--- src/rtl/mem_arbiter.sv ---
// Memory arbiter: shares one async SRAM port and a UART between instruction fetch
// and data accesses, one transaction at a time, data side having priority.
package mem_arbiter_pkg;
  typedef enum logic [2:0] {
    MEM_W_STORE = 3'd0,
    MEM_B_STORE = 3'd1,
    MEM_W_LOAD  = 3'd2,
    MEM_B_LOAD  = 3'd3,
    MEM_NONE    = 3'd4
  } mem_op_e;
endpackage

module mem_arbiter
  import mem_arbiter_pkg::*;
#(
  parameter int unsigned ACCESS_CYCLES = 2
) (
  input  logic        clk,
  input  logic        rst,
  input  logic        if_req,
  input  logic [31:0] if_addr,
  output logic [31:0] if_rdata,
  output logic        if_ready,
  input  mem_op_e     dm_op,
  input  logic [31:0] dm_addr,
  input  logic [31:0] dm_wdata,
  output logic [31:0] dm_rdata,
  output logic        dm_ready,
  output logic        stall,
  output logic        ram_ce_n,
  output logic        ram_oe_n,
  output logic        ram_we_n,
  output logic [3:0]  ram_be_n,
  output logic [19:0] ram_addr,
  output logic [31:0] ram_dout,
  output logic        ram_dout_en,
  input  logic [31:0] ram_din,
  output logic        uart_tx_start,
  output logic [7:0]  uart_tx_data,
  input  logic        uart_tx_busy,
  input  logic        uart_rx_valid,
  input  logic [7:0]  uart_rx_data,
  output logic        uart_rx_ack
);

  localparam int unsigned CNT_W = $clog2(ACCESS_CYCLES);
  localparam logic [CNT_W-1:0] CNT_LAST = CNT_W'(ACCESS_CYCLES - 2);

  typedef enum logic [1:0] {S_IDLE, S_SETUP, S_ACCESS, S_DONE} state_e;
  typedef enum logic [1:0] {K_SRAM, K_UART_DATA, K_UART_STAT, K_UNMAP} kind_e;

  function automatic kind_e decode(input logic [31:0] a);
    if (a[31:22] == 10'h200)      return K_SRAM;
    else if (a == 32'hBFD0_03F8)  return K_UART_DATA;
    else if (a == 32'hBFD0_03FC)  return K_UART_STAT;
    else                          return K_UNMAP;
  endfunction

  state_e            state_q, state_d;
  logic [CNT_W-1:0]  cnt_q, cnt_d;
  kind_e             kind_q, kind_d;
  logic              is_if_q, is_if_d;
  logic              store_q, store_d;
  logic              byte_q, byte_d;
  logic [1:0]        lane_q, lane_d;
  logic              ce_n_q, ce_n_d, oe_n_q, oe_n_d, we_n_q, we_n_d;
  logic [3:0]        be_n_q, be_n_d;
  logic [19:0]       addr_q, addr_d;
  logic [31:0]       dout_q, dout_d;
  logic              dout_en_q, dout_en_d;
  logic [31:0]       rdata_q, rdata_d;
  logic              dm_ready_q, dm_ready_d, if_ready_q, if_ready_d;
  logic              tx_start_q, tx_start_d;
  logic [7:0]        tx_data_q, tx_data_d;
  logic              rx_ack_q, rx_ack_d;

  logic              g_valid, g_if, g_store, g_byte;
  logic [31:0]       g_addr;
  kind_e             g_kind;
  logic [7:0]        lane_byte;

  assign lane_byte = ram_din[{lane_q, 3'b000} +: 8];

  assign stall = (if_req & ~if_ready_q) | ((dm_op != MEM_NONE) & ~dm_ready_q);

  assign if_rdata      = rdata_q;
  assign dm_rdata      = rdata_q;
  assign if_ready      = if_ready_q;
  assign dm_ready      = dm_ready_q;
  assign ram_ce_n      = ce_n_q;
  assign ram_oe_n      = oe_n_q;
  assign ram_we_n      = we_n_q;
  assign ram_be_n      = be_n_q;
  assign ram_addr      = addr_q;
  assign ram_dout      = dout_q;
  assign ram_dout_en   = dout_en_q;
  assign uart_tx_start = tx_start_q;
  assign uart_tx_data  = tx_data_q;
  assign uart_rx_ack   = rx_ack_q;

  // State and registered outputs
  always_ff @(posedge clk) begin
    if (rst) begin
      state_q    <= S_IDLE;
      cnt_q      <= '0;
      kind_q     <= K_UNMAP;
      is_if_q    <= 1'b0;
      store_q    <= 1'b0;
      byte_q     <= 1'b0;
      lane_q     <= 2'b00;
      ce_n_q     <= 1'b1;
      oe_n_q     <= 1'b1;
      we_n_q     <= 1'b1;
      be_n_q     <= 4'hF;
      addr_q     <= '0;
      dout_q     <= '0;
      dout_en_q  <= 1'b0;
      rdata_q    <= '0;
      dm_ready_q <= 1'b0;
      if_ready_q <= 1'b0;
      tx_start_q <= 1'b0;
      tx_data_q  <= '0;
      rx_ack_q   <= 1'b0;
    end else begin
      state_q    <= state_d;
      cnt_q      <= cnt_d;
      kind_q     <= kind_d;
      is_if_q    <= is_if_d;
      store_q    <= store_d;
      byte_q     <= byte_d;
      lane_q     <= lane_d;
      ce_n_q     <= ce_n_d;
      oe_n_q     <= oe_n_d;
      we_n_q     <= we_n_d;
      be_n_q     <= be_n_d;
      addr_q     <= addr_d;
      dout_q     <= dout_d;
      dout_en_q  <= dout_en_d;
      rdata_q    <= rdata_d;
      dm_ready_q <= dm_ready_d;
      if_ready_q <= if_ready_d;
      tx_start_q <= tx_start_d;
      tx_data_q  <= tx_data_d;
      rx_ack_q   <= rx_ack_d;
    end
  end

  // Arbitration, next state and next outputs
  always_comb begin
    state_d    = state_q;
    cnt_d      = cnt_q;
    kind_d     = kind_q;
    is_if_d    = is_if_q;
    store_d    = store_q;
    byte_d     = byte_q;
    lane_d     = lane_q;
    ce_n_d     = 1'b1;
    oe_n_d     = 1'b1;
    we_n_d     = 1'b1;
    be_n_d     = be_n_q;
    addr_d     = addr_q;
    dout_d     = dout_q;
    dout_en_d  = 1'b0;
    rdata_d    = rdata_q;
    dm_ready_d = 1'b0;
    if_ready_d = 1'b0;
    tx_start_d = 1'b0;
    tx_data_d  = tx_data_q;
    rx_ack_d   = 1'b0;

    g_valid = 1'b0;
    g_if    = 1'b0;
    g_store = 1'b0;
    g_byte  = 1'b0;
    g_addr  = dm_addr;
    g_kind  = K_UNMAP;

    // A UART store blocked on a busy transmitter holds the port rather than yielding to fetch
    if (dm_op != MEM_NONE) begin
      g_addr  = dm_addr;
      g_kind  = decode(dm_addr);
      g_store = (dm_op == MEM_W_STORE) || (dm_op == MEM_B_STORE);
      g_byte  = (dm_op == MEM_B_STORE) || (dm_op == MEM_B_LOAD);
      g_valid = !((g_kind == K_UART_DATA) && g_store && uart_tx_busy);
    end else if (if_req) begin
      g_if    = 1'b1;
      g_addr  = if_addr;
      g_kind  = (decode(if_addr) == K_SRAM) ? K_SRAM : K_UNMAP;
      g_valid = 1'b1;
    end

    case (state_q)
      S_IDLE: begin
        if (g_valid) begin
          kind_d  = g_kind;
          is_if_d = g_if;
          store_d = g_store;
          byte_d  = g_byte;
          lane_d  = g_addr[1:0];
          case (g_kind)
            K_SRAM: begin
              state_d = S_SETUP;
              ce_n_d  = 1'b0;
              oe_n_d  = g_store;
              addr_d  = g_addr[21:2];
              be_n_d  = g_byte ? ~(4'b0001 << g_addr[1:0]) : 4'b0000;
              dout_d  = g_byte ? {4{dm_wdata[7:0]}} : dm_wdata;
            end
            K_UART_DATA: begin
              if (g_store) begin
                state_d    = S_SETUP;
                tx_start_d = 1'b1;
                tx_data_d  = dm_wdata[7:0];
              end else begin
                state_d    = S_DONE;
                dm_ready_d = 1'b1;
                rdata_d    = uart_rx_valid ? {24'b0, uart_rx_data} : 32'b0;
                rx_ack_d   = uart_rx_valid;
              end
            end
            K_UART_STAT: begin
              state_d    = S_DONE;
              dm_ready_d = 1'b1;
              if (!g_store) rdata_d = {30'b0, uart_rx_valid, ~uart_tx_busy};
            end
            default: begin
              state_d    = S_DONE;
              dm_ready_d = ~g_if;
              if_ready_d = g_if;
              if (!g_store) rdata_d = '0;
            end
          endcase
        end
      end
      S_SETUP: begin
        if (kind_q == K_SRAM) begin
          state_d   = S_ACCESS;
          cnt_d     = '0;
          ce_n_d    = 1'b0;
          oe_n_d    = store_q;
          we_n_d    = ~store_q;
          dout_en_d = store_q;
        end else begin
          state_d    = S_DONE;
          dm_ready_d = 1'b1;
        end
      end
      S_ACCESS: begin
        if (cnt_q == CNT_LAST) begin
          state_d    = S_DONE;
          dm_ready_d = ~is_if_q;
          if_ready_d = is_if_q;
          if (!store_q) rdata_d = byte_q ? {{24{lane_byte[7]}}, lane_byte} : ram_din;
        end else begin
          cnt_d     = cnt_q + 1'b1;
          ce_n_d    = 1'b0;
          oe_n_d    = store_q;
          we_n_d    = ~store_q;
          dout_en_d = store_q;
        end
      end
      S_DONE:  state_d = S_IDLE;
      default: state_d = S_IDLE;
    endcase
  end

endmodule

--- config.mk ---
export PLATFORM = sky130hd
export DESIGN_NAME = mem_arbiter
export DESIGN_NICKNAME = d
export VERILOG_FILES = /design/src/rtl/mem_arbiter.sv
export SDC_FILE = /design/constraint.sdc
export NUM_CORES = 1
export LEC_CHECK = 0
export ABC_CLOCK_PERIOD_IN_PS = 8700
export BUFFER_PORTS_ARGS = -buffer_cell sky130_fd_sc_hd__buf_2
export CAP_MARGIN = 20
export CELL_PAD_IN_SITES_DETAIL_PLACEMENT = 0
export CELL_PAD_IN_SITES_GLOBAL_PLACEMENT = 1
export CORE_AREA = 2 2 132 134
export CTS_CLUSTER_DIAMETER = 200
export CTS_CLUSTER_SIZE = 28
export DETAILED_ROUTE_END_ITERATION = 16
export DIE_AREA = 0 0 134 136
export HOLD_SLACK_MARGIN = 0.15
export PLACE_DENSITY_LB_ADDON = 0.1
export SLEW_MARGIN = 10
export SYNTH_ARGS = -nofsm -noshare
export SYNTH_HDL_FRONTEND = slang
export SYNTH_SLANG_ARGS = --single-unit
--- constraint.sdc ---
create_clock -name clk -period 8.7 [get_ports clk]
set_input_delay 1.74 -clock clk [delete_from_list [all_inputs] [get_ports clk]]
set_output_delay 1.74 -clock clk [all_outputs]
set_load 0.1 [all_outputs]
# Word-level counts from Yosys, hierarchy flattened
# Cells that the tools add are included.
# totals
elab_cells	144
reg_bits	114
out_inout_bits	137
inputBits	144
# op_classes
bitwise_logic	13
muxes	66
n_eq_ne	21
shifts	2
reduce_logical	21
n_addsub	1
# ops
cell	n
$mux W32	8
$eq A32 B32 Y1 const B	4
$pmux W32 S3	1
$pmux W32 S2	1
$mux W22	2
$shiftx A32 B6 Y8	1
$mux W1	29
$mux W2	13
$eq A10 B10 Y1 const B	2
$ne A2 B2 Y1 const B	6
$pmux W1 S3	4
$not A1 Y1	9
$logic_not A2 Y1	4
$mux W8	1
$pmux W1 S2	4
$pmux W2 S4	1
$eq A2 B1 Y1 const B	3
$eq A2 B2 Y1 const B	3
$reduce_and A2 Y1	3
$reduce_and A6 Y1	1
$reduce_or A5 Y1	1
$mux W4	1
$not A4 Y4	1
$pmux W2 S2	1
16 further kinds	20

# Depth between registers and ports, before layout
# depth
ltp_word	15
mapped_depth	12
ltp_nobuf	11

# Least setup slack after synthesis
# Ideal clock, no wire load.
# synth_path
path_kind	input -> output
start	input dm_op[2]
end	output stall
setup_slack_ns	3.562
path_buffers	0
arrival_time_ns	3.398
cell_stages	2
t_required_ns	6.960
path_cell_list	nor3b_1 -> o22ai_1
# synth_via
elab_chain_cells	3
# synth_lines
item	line_no	source
start: declaration	24	input mem_op_e dm_op,
$ne A3 B3 Y1	84	assign stall = (if_req & ~if_ready_q) | ((dm_op != MEM_NONE) & ~dm_ready_q);
$and A1 B1 Y1	84	
$or A1 B1 Y1	84	
end: declaration	29	output logic stall,
# Every way passes these cells.

# Worst setup path in the final report
# layout_path
start	input dm_addr[19]
end	register addr_q[6], in the netlist ram_addr[6]
# layout_via
elab_chain_cells	11
word_cells_on_any_way	14
classes_between	eq/ne (3); mux (6); reduce/logical (5)
# layout_lines
item	line_no	source
start: declaration	25	input logic [31:0] dm_addr,
$eq A32 B32 Y1	55	else if (a == 32'hBFD0_03FC) return K_UART_STAT;
$mux W1	55	
$mux W2 *	54	else if (a == 32'hBFD0_03F8) return K_UART_DATA;
$mux W2 *	53	if (a[31:22] == 10'h200) return K_SRAM;
$mux W2 *	179	if (dm_op != MEM_NONE) begin
$eq A2 B1 Y1	184	g_valid = !((g_kind == K_UART_DATA) && g_store && uart_tx_busy);
$logic_and A1 B1 Y1 (2 in a row)	184	
$logic_not A1 Y1	184	
$mux W1	179	
$reduce_and A3 Y1 (no source line) *	-	
end signal: assignment	136	addr_q <= addr_d;
end: declaration	68	logic [19:0] addr_q, addr_d;
# Mark *: on every way between the ends. The rest lies on a longest branch, timed or not. The select of a mux whose other input is x is not followed.
# A chain may end at the register's enable or synchronous reset.

==> results.sh <==
export IMPL_placement_cell_area_mm2=0.00716
export IMPL_route_detailed_vias_per_inst=5.26
export IMPL_drt_initial_drc_count=316
export IMPL_diodes=0
export IMPL_grt_first_pass_wirelength_um=31500
export IMPL_post_cts_resized=0
export IMPL_power_density_mw_per_mm2=270
export IMPL_post_synth_inst_count=648
export IMPL_timing_hold_worst_class="reg -> reg"
export IMPL_path_clk_slew_ns=0.05
export IMPL_rr_worst_depth=6
export IMPL_run_status="complete, no violations"
export IMPL_multi_input_area_mm2=0.00308
export IMPL_core_rows=48
export IMPL_worst_endpoint_arrival_ns=6.22
export IMPL_cts_htree_levels=4
export IMPL_cts_tree="built"
export IMPL_netlist_area_mm2=0.00592
export IMPL_area_delta_synth_final_pct=30.9
export IMPL_cp_cell_sequence="buf_2, or4b_1, nor4_1, nand2_1, o31ai_1, ha_1, and3_2, and2_2, buf_4, a211oi_2"
export IMPL_slew_limit_headroom_pct=35.0
export IMPL_critical_path_required_ns=8.95
export IMPL_post_route_min_period_ns=5.97
export IMPL_multiplexer_fraction_of_the_synthesized_cell_area_pct=7.84
export IMPL_cts_path_max_buffers=2
export IMPL_coreArea_mm2=0.0169
export IMPL_power_leakage_nw=3.54
export IMPL_syn_num_nets=800
export IMPL_whs_path_depth=2
export IMPL_post_cts_buffers=0
export IMPL_number_of_antenna_violations_at_the_first_check_in_global_routing=1
export IMPL_routed_via_count=5824
export IMPL_cts_sinks=113
export IMPL_worst_setup_path_type="in -> reg"
export IMPL_filler_cell_count=1731
export IMPL_dp_hpwl_um=15200
export IMPL_layout_setup_ws_ns=2.73
export IMPL_max_cap_violations=0
export IMPL_critical_path_peak_fanout=46
export IMPL_synth_cell_type_count=55
export IMPL_synth_yosys_seq_area_share_pct=38.2
export IMPL_design_final_nets=1022
export IMPL_port_buffers=280
export IMPL_min_delay_worst_endpoint="ram_dout[0]"
export IMPL_tightest_slew_ns=0.976
export IMPL_finClkSkew_ns=0.00589
export IMPL_die_x_um=134
export IMPL_drt_pass1_iterations=4
export IMPL_ir_worst_vdd_v=0.000178
export IMPL_ioPinCount=281
export IMPL_final_core_util_pct=45.9
export IMPL_die_h_um=136
export IMPL_clkLatencyLatePin_ns=0.41
export IMPL_setup_worst_path_start_class="primary input"
export IMPL_synth_compound_area_share_pct=29.9
export IMPL_grt_overflow=0
export IMPL_slew_violations=0
export IMPL_synth_area_in_xor_xnor_pct=0
export IMPL_drc=0
export IMPL_worst_r2r_setup_slack_ns=5.28
export IMPL_postSynthAreaPerCell_um2=9.13
export IMPL_fp_dieArea_mm2=0.0182
export IMPL_area_sequential_mm2=0.00226
export IMPL_grt_max_degree=67
export IMPL_worstReg2RegStart="state_q[1]"
export IMPL_post_synth_and_or_nand_nor_area_fraction_pct=12.6
export IMPL_rr_endpoint="ram_addr[6]"
export IMPL_routed_wire_length_per_instance_um=18.3
export IMPL_number_of_global_route_vias_before_repair=5876
export IMPL_crit_slowest_cell="sky130_fd_sc_hd__and3_2"
export IMPL_final_cell_area_mm2=0.00775
export IMPL_cts_buffers_inserted=17
export IMPL_dominant_combinational_cell_family_by_area_after_synthesis="compound AO/OA/AOI/OAI gates"
export IMPL_postRouteAntennaNets=0
export IMPL_hold_path_startpoint="ram_dout[0]"
export IMPL_detail_route_wirelength_um=20300
export IMPL_ys_dominant_reg_cell="sky130_fd_sc_hd__dfxtp_1"
export IMPL_critPathCaptureType="flop"
export IMPL_grt_usage_pct=22.1
export IMPL_async_flop_share_pct=0
export IMPL_grt_setup_unrepaired="no"
export IMPL_timing_hold_violations_final=0
export IMPL_setup_violations=0
export IMPL_hold_buffers=0
export IMPL_worst_path_largest_cell_delay_ns=0.81
export IMPL_post_route_period_util_pct=68.6
export IMPL_final_layout_size_suffix_gt1_share_pct=41.9
export IMPL_timing_setup_tns_ns=0
export IMPL_place_ws_ns=2.42
export IMPL_gp_congestion=0.865
export IMPL_synth_adder_area_share_pct=1.69
export IMPL_post_synth_edffs=0
export IMPL_cts_root_buf="sky130_fd_sc_hd__clkbuf_16"
export IMPL_yosys_warnings=0
export IMPL_yosys_register_bits=113
export IMPL_initial_utilization_pct=35.1
export IMPL_fmaxAchievable_ghz=0.168
[power breakdown]
group          total, mW  switching, mW  internal [mW]
Sequential         0.608         0.0450          0.563
Combinational      0.796          0.647          0.148
Clock              0.684          0.240          0.444
[cell families (layout without fill, tap and decap cells)]
group | Yosys count | in the layout
AO/OA/AOI/OAI | 243 | 243
flip-flops | 113 | 113
AND/OR/NAND/NOR | 134 | 134
buffers and inverters | 105 | 340
adder cells (fa/ha/maj) | 8 | 8
multiplexers | 45 | 45
[layout by cell type (no fill, tap or decap), drive strengths merged, types with 7 or more instances in the layout]
| cell type | n |
|---|---|
| nor2b | 7 |
| ha | 8 |
| inv | 22 |
| o2bb2ai | 26 |
| o21ai | 24 |
| a21oi | 107 |
| dfxtp | 113 |
| clkbuf | 24 |
| buf | 287 |
| a211oi | 44 |
| nor2 | 21 |
| nor4 | 14 |
| mux2i | 43 |
| nand2 | 43 |
[registers in the layout, summed over array words and instances, names as in the netlist, 2 cells and up]
register,flops
state_q,2
ram_be_n,4
ram_addr,20
kind_q,2
uart_tx_data,8
dm_rdata,32
lane_q,2
ram_dout,32
[metal layers]
metal | up-vias | part of all wire, % | GRT usage (%)
met5 | - | 0.064 | 0
met4 | 2 | 1.5 | 7.51
met3 | 27 | 7.4 | 5.78
met2 | 233 | 49 | 38.1
met1 | 2735 | 42 | 26.6
li1 | 2827 | - | -
[layout make-up]
cell class,count,area share [%]
multi-input combinational,430,39.8
sequential,113,29.2
timing repair buffer,287,18.8
clock buffer,24,6.22
tap,225,3.63
clock inverter,8,1.32
inverter,21,1.02
[cell usage after synthesis (all sizes together), types with 3 or more instances]
cell type  count  area [um2]
a221o          4        40.0
nand4          6        43.8
nand3          5        25.0
mux2i         43         430
and2           3        18.8
ha             8         100
nand2         43         161
and3           4        25.0
nor4          14        93.8
o2bb2ai       26         228
a22oi          4        30.0
a21o           3        22.5
nand4b         5        43.8
o21ai         24         120
nor2          21        81.3
clkbuf        38         143
nor2b          7        43.8
dfxtp        113        2260
a311oi         5        43.8
a31oi          6        37.5
buf           46         354
nor3           5        25.0
or4b           5        57.6
nand2b         3        18.8
inv           21        78.8
a211o          4        35.0
a21oi        107         536
a211oi        44         551
nor3b          5        37.5
[through the flow]
step           hold WS [ns]  cells  total power, mW
2_1_floorplan         0.446    648             1.29
5_1_grt               0.476   1108             2.18
3_5_place_dp          0.452   1076             1.42
6_report              0.454   1108             2.09
3_3_place_gp          0.442   1076             1.41
4_1_cts               0.460   1108             2.11
[critical path: cells and delay by family]
family	cells	cell delay, ns
AND/OR/NAND/NOR	5	2.83
adder cells (fa/ha/maj)	1	0.34
AO/OA/AOI/OAI	2	0.56
buffers and inverters	2	0.68
[how the worst max path moves through the flow]
stage / startpoint / to / cells past startpoint
after floorplan: dm_op[2] / stall / 2
after global placement: dm_addr[17] / ram_addr[11] / 10
after detailed placement: dm_addr[19] / ram_addr[11] / 10
after CTS: dm_addr[19] / ram_addr[6] / 10
after global routing: dm_addr[19] / ram_addr[9] / 10
final: dm_addr[19] / ram_addr[6] / 10
Power figures use the tool's default switching activity.
